`src/rtl/uart_rx.sv`:
```
// UART receiver with a 2-flop synchronized line, 2-of-3 majority voting per bit and optional parity.
// Result strobes are registered one cycle after the stop bit resolves.
module uart_rx #(
    parameter int DATA_WIDTH = 8
) (
    input  logic                  CLK,
    input  logic                  rst,
    input  logic                  RX_IN,
    input  logic [5:0]            PRESCALE,
    input  logic                  PAR_EN,
    input  logic                  PAR_TYP,
    output logic [DATA_WIDTH-1:0] RX_P_DATA,
    output logic                  RX_D_VLD,
    output logic                  Par_err,
    output logic                  Stp_err,
    output logic                  Busy
);
    // state  | meaning
    // IDLE   | line idle, waiting for a synchronized low
    // START  | validating the start bit
    // DATA   | shifting in payload bits, LSB first
    // PARITY | checking the parity bit
    // STOP   | checking the stop bit and queueing the frame result
    typedef enum logic [2:0] {IDLE, START, DATA, PARITY, STOP} state_t;

    localparam int BW = (DATA_WIDTH > 1) ? $clog2(DATA_WIDTH) : 1;
    localparam logic [BW-1:0] LAST_BIT = BW'(DATA_WIDTH - 1);

    state_t                state;
    logic [1:0]            sync;
    logic                  line;
    logic [5:0]            p_norm;
    logic [5:0]            p_lat;
    logic [5:0]            half;
    logic [5:0]            cnt;
    logic [2:0]            samp;
    logic                  bit_val;
    logic                  bit_done;
    logic [BW-1:0]         bit_idx;
    logic [DATA_WIDTH-1:0] shift;
    logic                  par_en_l;
    logic                  par_typ_l;
    logic                  par_bad;
    logic                  pend_vld;
    logic                  pend_par;
    logic                  pend_stp;

    always_ff @(posedge CLK or posedge rst) begin
        if (rst) sync <= 2'b11;
        else     sync <= {sync[0], RX_IN};
    end

    assign line = sync[1];

    always_comb begin
        p_norm = 6'd8;
        if (PRESCALE == 6'd8 || PRESCALE == 6'd16 || PRESCALE == 6'd32)
            p_norm = PRESCALE;
    end

    assign half     = {1'b0, p_lat[5:1]};
    assign bit_done = (cnt == p_lat - 6'd1);
    assign bit_val  = (samp[0] & samp[1]) | (samp[0] & samp[2]) | (samp[1] & samp[2]);
    assign Busy     = (state != IDLE);

    always_ff @(posedge CLK or posedge rst) begin
        if (rst) begin
            state     <= IDLE;
            cnt       <= 6'd0;
            samp      <= 3'b000;
            bit_idx   <= '0;
            shift     <= '0;
            p_lat     <= 6'd8;
            par_en_l  <= 1'b0;
            par_typ_l <= 1'b0;
            par_bad   <= 1'b0;
            pend_vld  <= 1'b0;
            pend_par  <= 1'b0;
            pend_stp  <= 1'b0;
        end else begin
            pend_vld <= 1'b0;
            pend_par <= 1'b0;
            pend_stp <= 1'b0;
            if (state != IDLE) begin
                cnt <= bit_done ? 6'd0 : cnt + 6'd1;
                if (cnt == half - 6'd1) samp[0] <= line;
                if (cnt == half)        samp[1] <= line;
                if (cnt == half + 6'd1) samp[2] <= line;
            end
            case (state)
                IDLE: begin
                    cnt <= 6'd0;
                    if (!line) begin
                        state     <= START;
                        p_lat     <= p_norm;
                        par_en_l  <= PAR_EN;
                        par_typ_l <= PAR_TYP;
                        par_bad   <= 1'b0;
                    end
                end
                START: if (bit_done) begin
                    bit_idx <= '0;
                    state   <= bit_val ? IDLE : DATA;
                end
                DATA: if (bit_done) begin
                    shift   <= (shift >> 1) | (DATA_WIDTH'(bit_val) << (DATA_WIDTH - 1));
                    bit_idx <= bit_idx + BW'(1);
                    if (bit_idx == LAST_BIT)
                        state <= par_en_l ? PARITY : STOP;
                end
                PARITY: if (bit_done) begin
                    par_bad <= (bit_val != ((^shift) ^ par_typ_l));
                    state   <= STOP;
                end
                STOP: if (bit_done) begin
                    // parity failure masks a bad stop bit
                    pend_par <= par_bad;
                    pend_stp <= !par_bad && !bit_val;
                    pend_vld <= !par_bad && bit_val;
                    par_bad  <= 1'b0;
                    state    <= line ? IDLE : START;
                end
                default: state <= IDLE;
            endcase
        end
    end

    // shift is stable here: the next frame cannot reach DATA within one cycle
    always_ff @(posedge CLK or posedge rst) begin
        if (rst) begin
            RX_P_DATA <= '0;
            RX_D_VLD  <= 1'b0;
            Par_err   <= 1'b0;
            Stp_err   <= 1'b0;
        end else begin
            RX_D_VLD <= pend_vld;
            Par_err  <= pend_par;
            Stp_err  <= pend_stp;
            if (pend_vld) RX_P_DATA <= shift;
        end
    end
endmodule

```
`config.mk`:
```
export PLATFORM = sky130hd
export DESIGN_NAME = uart_rx
export DESIGN_NICKNAME = d
export VERILOG_FILES = /design/src/rtl/uart_rx.sv
export SDC_FILE = /design/constraint.sdc
export NUM_CORES = 1
export LEC_CHECK = 0
export CAP_MARGIN = 10
export CORE_MARGIN = 3
export CORE_UTILIZATION = 45
export DETAILED_ROUTE_END_ITERATION = 16
export PLACE_DENSITY = 0.62
export SYNTH_ARGS = -nofsm -noshare
export SYNTH_HDL_FRONTEND = slang
export SYNTH_SLANG_ARGS = --single-unit
```
`constraint.sdc`:
```
create_clock -name CLK -period 3.2 [get_ports CLK]
set_clock_uncertainty 0.2 [all_clocks]
set_input_delay 0.32 -clock CLK [delete_from_list [all_inputs] [get_ports CLK]]
set_output_delay 0.32 -clock CLK [all_outputs]
set_load 0.01 [all_outputs]
```
=== After elaboration in Yosys (flattened, before gate mapping) ===
Cells that the tools add are included.

* Flip-flop bits (word level): 48
* Output and inout port bits: 12
* Logic and storage cells: 98
* Bits of input ports: 11

* Mux-type cells: 27
* Reduce and logical (&&, ||, !) cells: 20
* Add/sub/neg operators: 5
* Eq/ne operators: 19
* Bitwise gates (word level): 8

{| class="wikitable"
|+ Operators by type and width
! operator !! number
|-
| $mux 3 || 9
|-
| $mux 6 || 4
|-
| $eq 6x6->1 || 3
|-
| $pmux 3 s5 || 1
|-
| $ne 2x2->1 const B || 6
|-
| $mux 1 || 10
|-
| $reduce_and 2->1 || 5
|-
| $or 7x8->8 || 1
|-
| $reduce_xor 8->1 || 1
|-
| $add 5x1->6 const B || 1
|-
| $add 6x1->6 const B || 1
|-
| $eq 3x2->1 const B || 2
|-
| $eq 3x3->1 const B || 2
|-
| $eq 6x4->1 const B || 1
|-
| $eq 6x5->1 || 1
|-
| $eq 6x5->1 const B || 1
|-
| $eq 6x6->1 const B || 1
|-
| $pmux 3 s2 || 1
|-
| $reduce_and 6->1 || 1
|-
| $reduce_bool 3->1 || 2
|-
| $sub 5x1->6 const B || 1
|-
| $sub 6x1->6 const B || 1
|-
| $reduce_and 4->1 || 1
|-
| $reduce_bool 2->1 || 2
|-
| other kinds (14) || 20
|}

=== Depth between registers and ports, before layout ===
* Word-level depth: 7
* Depth in mapped cells: 10
* Gate-level depth less buffers: 8

=== Least setup slack after synthesis ===
No wires, ideal clock.

* Path kind: reg2reg
* Start point: register p_lat[2]
* End point: register shift[0]
* Path buffers: 1
* Arrival time: 2291 ps
* Data required time: 2875 ps
* Setup time: 125 ps
* Path slack: 584 ps
* Clock period less this slack: 2616 ps
* Stages on the path, launching flop included: 9
* Path through: dfrtp_1 > clkbuf_1 > inv_1 > ha_1 > and3_4 > nor4_4 > o2111ai_2 > nor3b_4 > mux2_2

* Longest elaborated chain between the ends: 3

{| class="wikitable"
|+ Ends and longest elaborated chain
! what !! RTL line !! RTL
|-
| start, declared || 33 || <nowiki>logic [5:0] p_lat;</nowiki>
|-
| start signal, assigned || 95 || <nowiki>p_lat <= p_norm;</nowiki>
|-
| $sub 6x1->6 || 62 || <nowiki>assign bit_done = (cnt == p_lat - 6'd1);</nowiki>
|-
| $eq 6x6->1 || 62 ||
|-
| $reduce_and 2->1 (no line) || - ||
|-
| end signal, assigned || 106 || <nowiki>shift <= (shift >> 1) | (DATA_WIDTH'(bit_val) << (DATA_WIDTH - 1));</nowiki>
|-
| end, declared || 40 || <nowiki>logic [DATA_WIDTH-1:0] shift;</nowiki>
|}

No other way between the ends.
A chain may end at the register's enable or synchronous reset.

=== Final worst setup path ===
* Start point: register p_lat[2]
* End point: register state[1]

* Longest elaborated chain between the ends: 4
* Elaborated cells between the ends (all ways): 7
* Classes of those cells: add/sub (1); eq/ne (5); reduce/logical (1)

{| class="wikitable"
|+ Ends and longest elaborated chain
! what !! RTL line !! RTL
|-
| $sub 6x1->6 (*) || 62 ||
|-
| $eq 6x6->1 (*) || 62 ||
|-
| $ne 2x2->1 (no line) || - ||
|-
| $reduce_and 6->1 (no line) (*) || - ||
|-
| end signal, assigned || 103 || <nowiki>state <= bit_val ? IDLE : DATA;</nowiki>
|-
| end signal, assigned || 109 || <nowiki>state <= par_en_l ? PARITY : STOP;</nowiki>
|-
| end signal, assigned || 121 || <nowiki>state <= line ? IDLE : START;</nowiki>
|-
| end, declared || 29 || <nowiki>state_t state;</nowiki>
|}

Every way passes the cells marked *; elsewhere a longest branch is shown, timed or not.

==> results.md <==
* Die X at 81.6 µm
* Tot GR Track Use at 0.173
* Cts hold-fix bufs at 0
* Initial antenna violation count at 0
* Slew Limit Headroom at 0.604
* Slowest cell delay on critical path at 0.50 ns
* First-pass GRT wire length at 8.63 mm
* Routability congestion estimate at 0.868
* Post-DP HPWL at 3.59 mm
* Unrepaired setup endpoints after global routing: false
* Type of destination of the critical path: flop
* Status: complete, no violations
* Port bufs at 22
* Post-synth top area cell: dfrtp_1
* Synth area leaders: dfrtp_1 (44%), mux2_2 (8.3%), xnor2_1 (7.5%)
* Number of inserted diodes at 0
* DRT antenna net count at 0
* Core ar. at 0.00530 mm²
* Register bit count reported by yosys at 48
* Slew @ Worst Pin at 0.590 ns
* Number of I/O pins at 23
* Die Y at 81.6 µm
* CTS root buf: clkbuf_8
* Hold crit path type: in2async
* Final period utilization at 0.838
* Vias at 1,796
* Post-synth cell types at 44
* CTS Buf Count at 5
* FFs w/ async S/R, synth at 1.00
* Synth warnings at 0
* Synth cell count leaders: dfrtp_1 (45), nand2_1 (25), xnor2_1 (22)
* Pwr dens at 690 mW/mm²
* Worst-path cell chain: inv_1 -> ha_1 -> nand2_1 -> a21oi_1 -> nor4_4 -> o2111ai_2 -> buf_4 -> or4b_1 -> a21oi_1
* Final hold vios at 0
* Initial core utilization at 0.486
* Vias in the first global route at 1,748
* Leakage at 1.29 nW
* Resize count post-CTS at 0
* CP Class: reg2reg
* Max VDD drop at 0.386 mV
* Max-slew violations at 0
* Critical Path RT at 3.22 ns
* Starting DRT DRC Count at 107
* Largest net degree at the start of global routing at 36
* CP dominant cell by count: a21oi_1
* Critical path's slowest cell: dfrtp_1
* Final hold slack at 0.0783 ns
* WL/cell at 14.5 µm
* Post-layout nets at 287
* Startpoint Class: flop
* Crit path time final at 2.68 ns
* Count of endpoints failing setup in the final report at 0
* Die area at 0.00667 mm²
* Synthesized cell area at 0.00257 mm²
* CTS sink count at 48
* EDFF count, synth at 0
* Synth Instances at 249
* Site Rows at 26
* R2R cell count at 9
* GRT Residual Overflow at 0
* Drt drc at 0
* Max FO, Critical Path at 16
* Top FF cell, synth: dfrtp_1
* Synthesized Nets at 267
* Most common cell in the synthesized netlist: dfrtp_1
* Drt total wl at 4.91 mm
* CP arrival at 2.70 ns
* Post-synth top area share at 0.437
* Register area share after synthesis at 0.468
* Setup_tns at 0 ns
* Worst-case clock buffer depth at 2
* CTS tree: done
* Avg Cell Area, Syn at 10.3 µm²
* Number of max-cap violations at 0
* CTS H-tree depth at 2
* Clock transition at path regs at 0.09 ns
* Max frequency at 0.373 GHz
* Post-CTS setup repair buffer count at 0
* Clk_lat worst skew at 0.30 ns
* Layout cells sized above 1 at 0.152
* Area growth syn-to-layout at 15.6%
* Vias per std cell at 5.28
* 1st-pass router iterations at 4
[power breakdown]
part           switching, mW  internal, mW
combinational          0.368         0.355
sequential             0.152         0.716
clock                  0.206         0.256
[state kept, by name, indices dropped and copies added, names as in the netlist]
| name | count |
|---|---|
| cnt | 6 |
| shift | 8 |
| Par_err | 1 |
| Stp_err | 1 |
| par_en_l | 1 |
| p_lat | 6 |
| par_bad | 1 |
| sync | 2 |
| state | 3 |
| RX_P_DATA | 8 |
| RX_D_VLD | 1 |
| pend_vld | 1 |
| pend_par | 1 |
| samp | 3 |
| par_typ_l | 1 |
| bit_idx | 3 |
| pend_stp | 1 |
[cell families (layout without fill, tap and decap cells)]
family,after synthesis,after routing,synth area share
compound gates,30,30,0.0816
xor+xnor,32,32,0.109
fa+ha+maj,8,8,0.0379
buf+inv,22,43,0.0355
flops,48,48,0.468
mux,20,20,0.0870
simple gates,89,89,0.181
[layout by cell type (no fill, tap or decap), drive strengths merged, types with 7 or more instances in the layout]
cell / synthesis / layout
clkdlybuf4s50: 0 / 22
dfrtp: 45 / 45
ha: 7 / 7
inv: 9 / 9
mux2: 19 / 19
nand2: 25 / 25
nand3: 9 / 9
nor2: 19 / 19
nor3: 9 / 9
o21ai: 9 / 9
xnor2: 22 / 22
xor2: 10 / 10
[through the flow]
| step | cells | area, µm² | utilization | worst slack [ns] | total power [mW] |
|---|---|---|---|---|---|
| after floorplan | 249 | 2570 | - | 0.584 | 1.44 |
| after global placement | 332 | 2860 | 0.538 | 0.544 | 1.59 |
| after detailed placement | 332 | 2860 | 0.538 | 0.521 | 1.60 |
| after CTS | 340 | 2980 | 0.561 | 0.495 | 2.07 |
| after global routing | 340 | 2980 | 0.561 | 0.332 | 2.21 |
| final | 340 | 2980 | 0.561 | 0.520 | 2.05 |
[layout make-up]
type	count	area, µm²
fill	497	2330
clock buffer	6	82.6
sequential	48	1200
inverter	9	33.8
timing repair buffer	26	250
clock inverter	2	38.8
multi-input combinational	179	1280
tap	70	87.6
[layer usage]
metal	vias to the layer above	share of wire	global-route usage
li1	893	-	-
met1	854	0.49	0.249
met2	41	0.45	0.260
met3	8	0.043	0.0329
met4	0	0.015	0.0598
met5	-	0	0
[worst max-delay path: cells and delay by family (launching register included)]
family                   cells  cell delay (ns)
AND/OR/NAND/NOR              3             0.88
flip-flops                   1             0.50
AO/OA/AOI/OAI                3             0.47
buffers and inverters        2             0.35
adder cells (fa/ha/maj)      1             0.20
[path summary, 6_finish.rpt]
check | startpoint | endpoint | slack, ns
max | p_lat[2] | state[1] | 0.52
min | rst | cnt[3] | 0.08
max reg2reg | p_lat[2] | state[1] | 0.52
min reg2reg | pend_stp | Stp_err | 0.16
max in group asynchronous | rst | bit_idx[0] | 1.98
min in group CLK | pend_stp | Stp_err | 0.16
No activity file was read; power rests on OpenSTA's default activity.
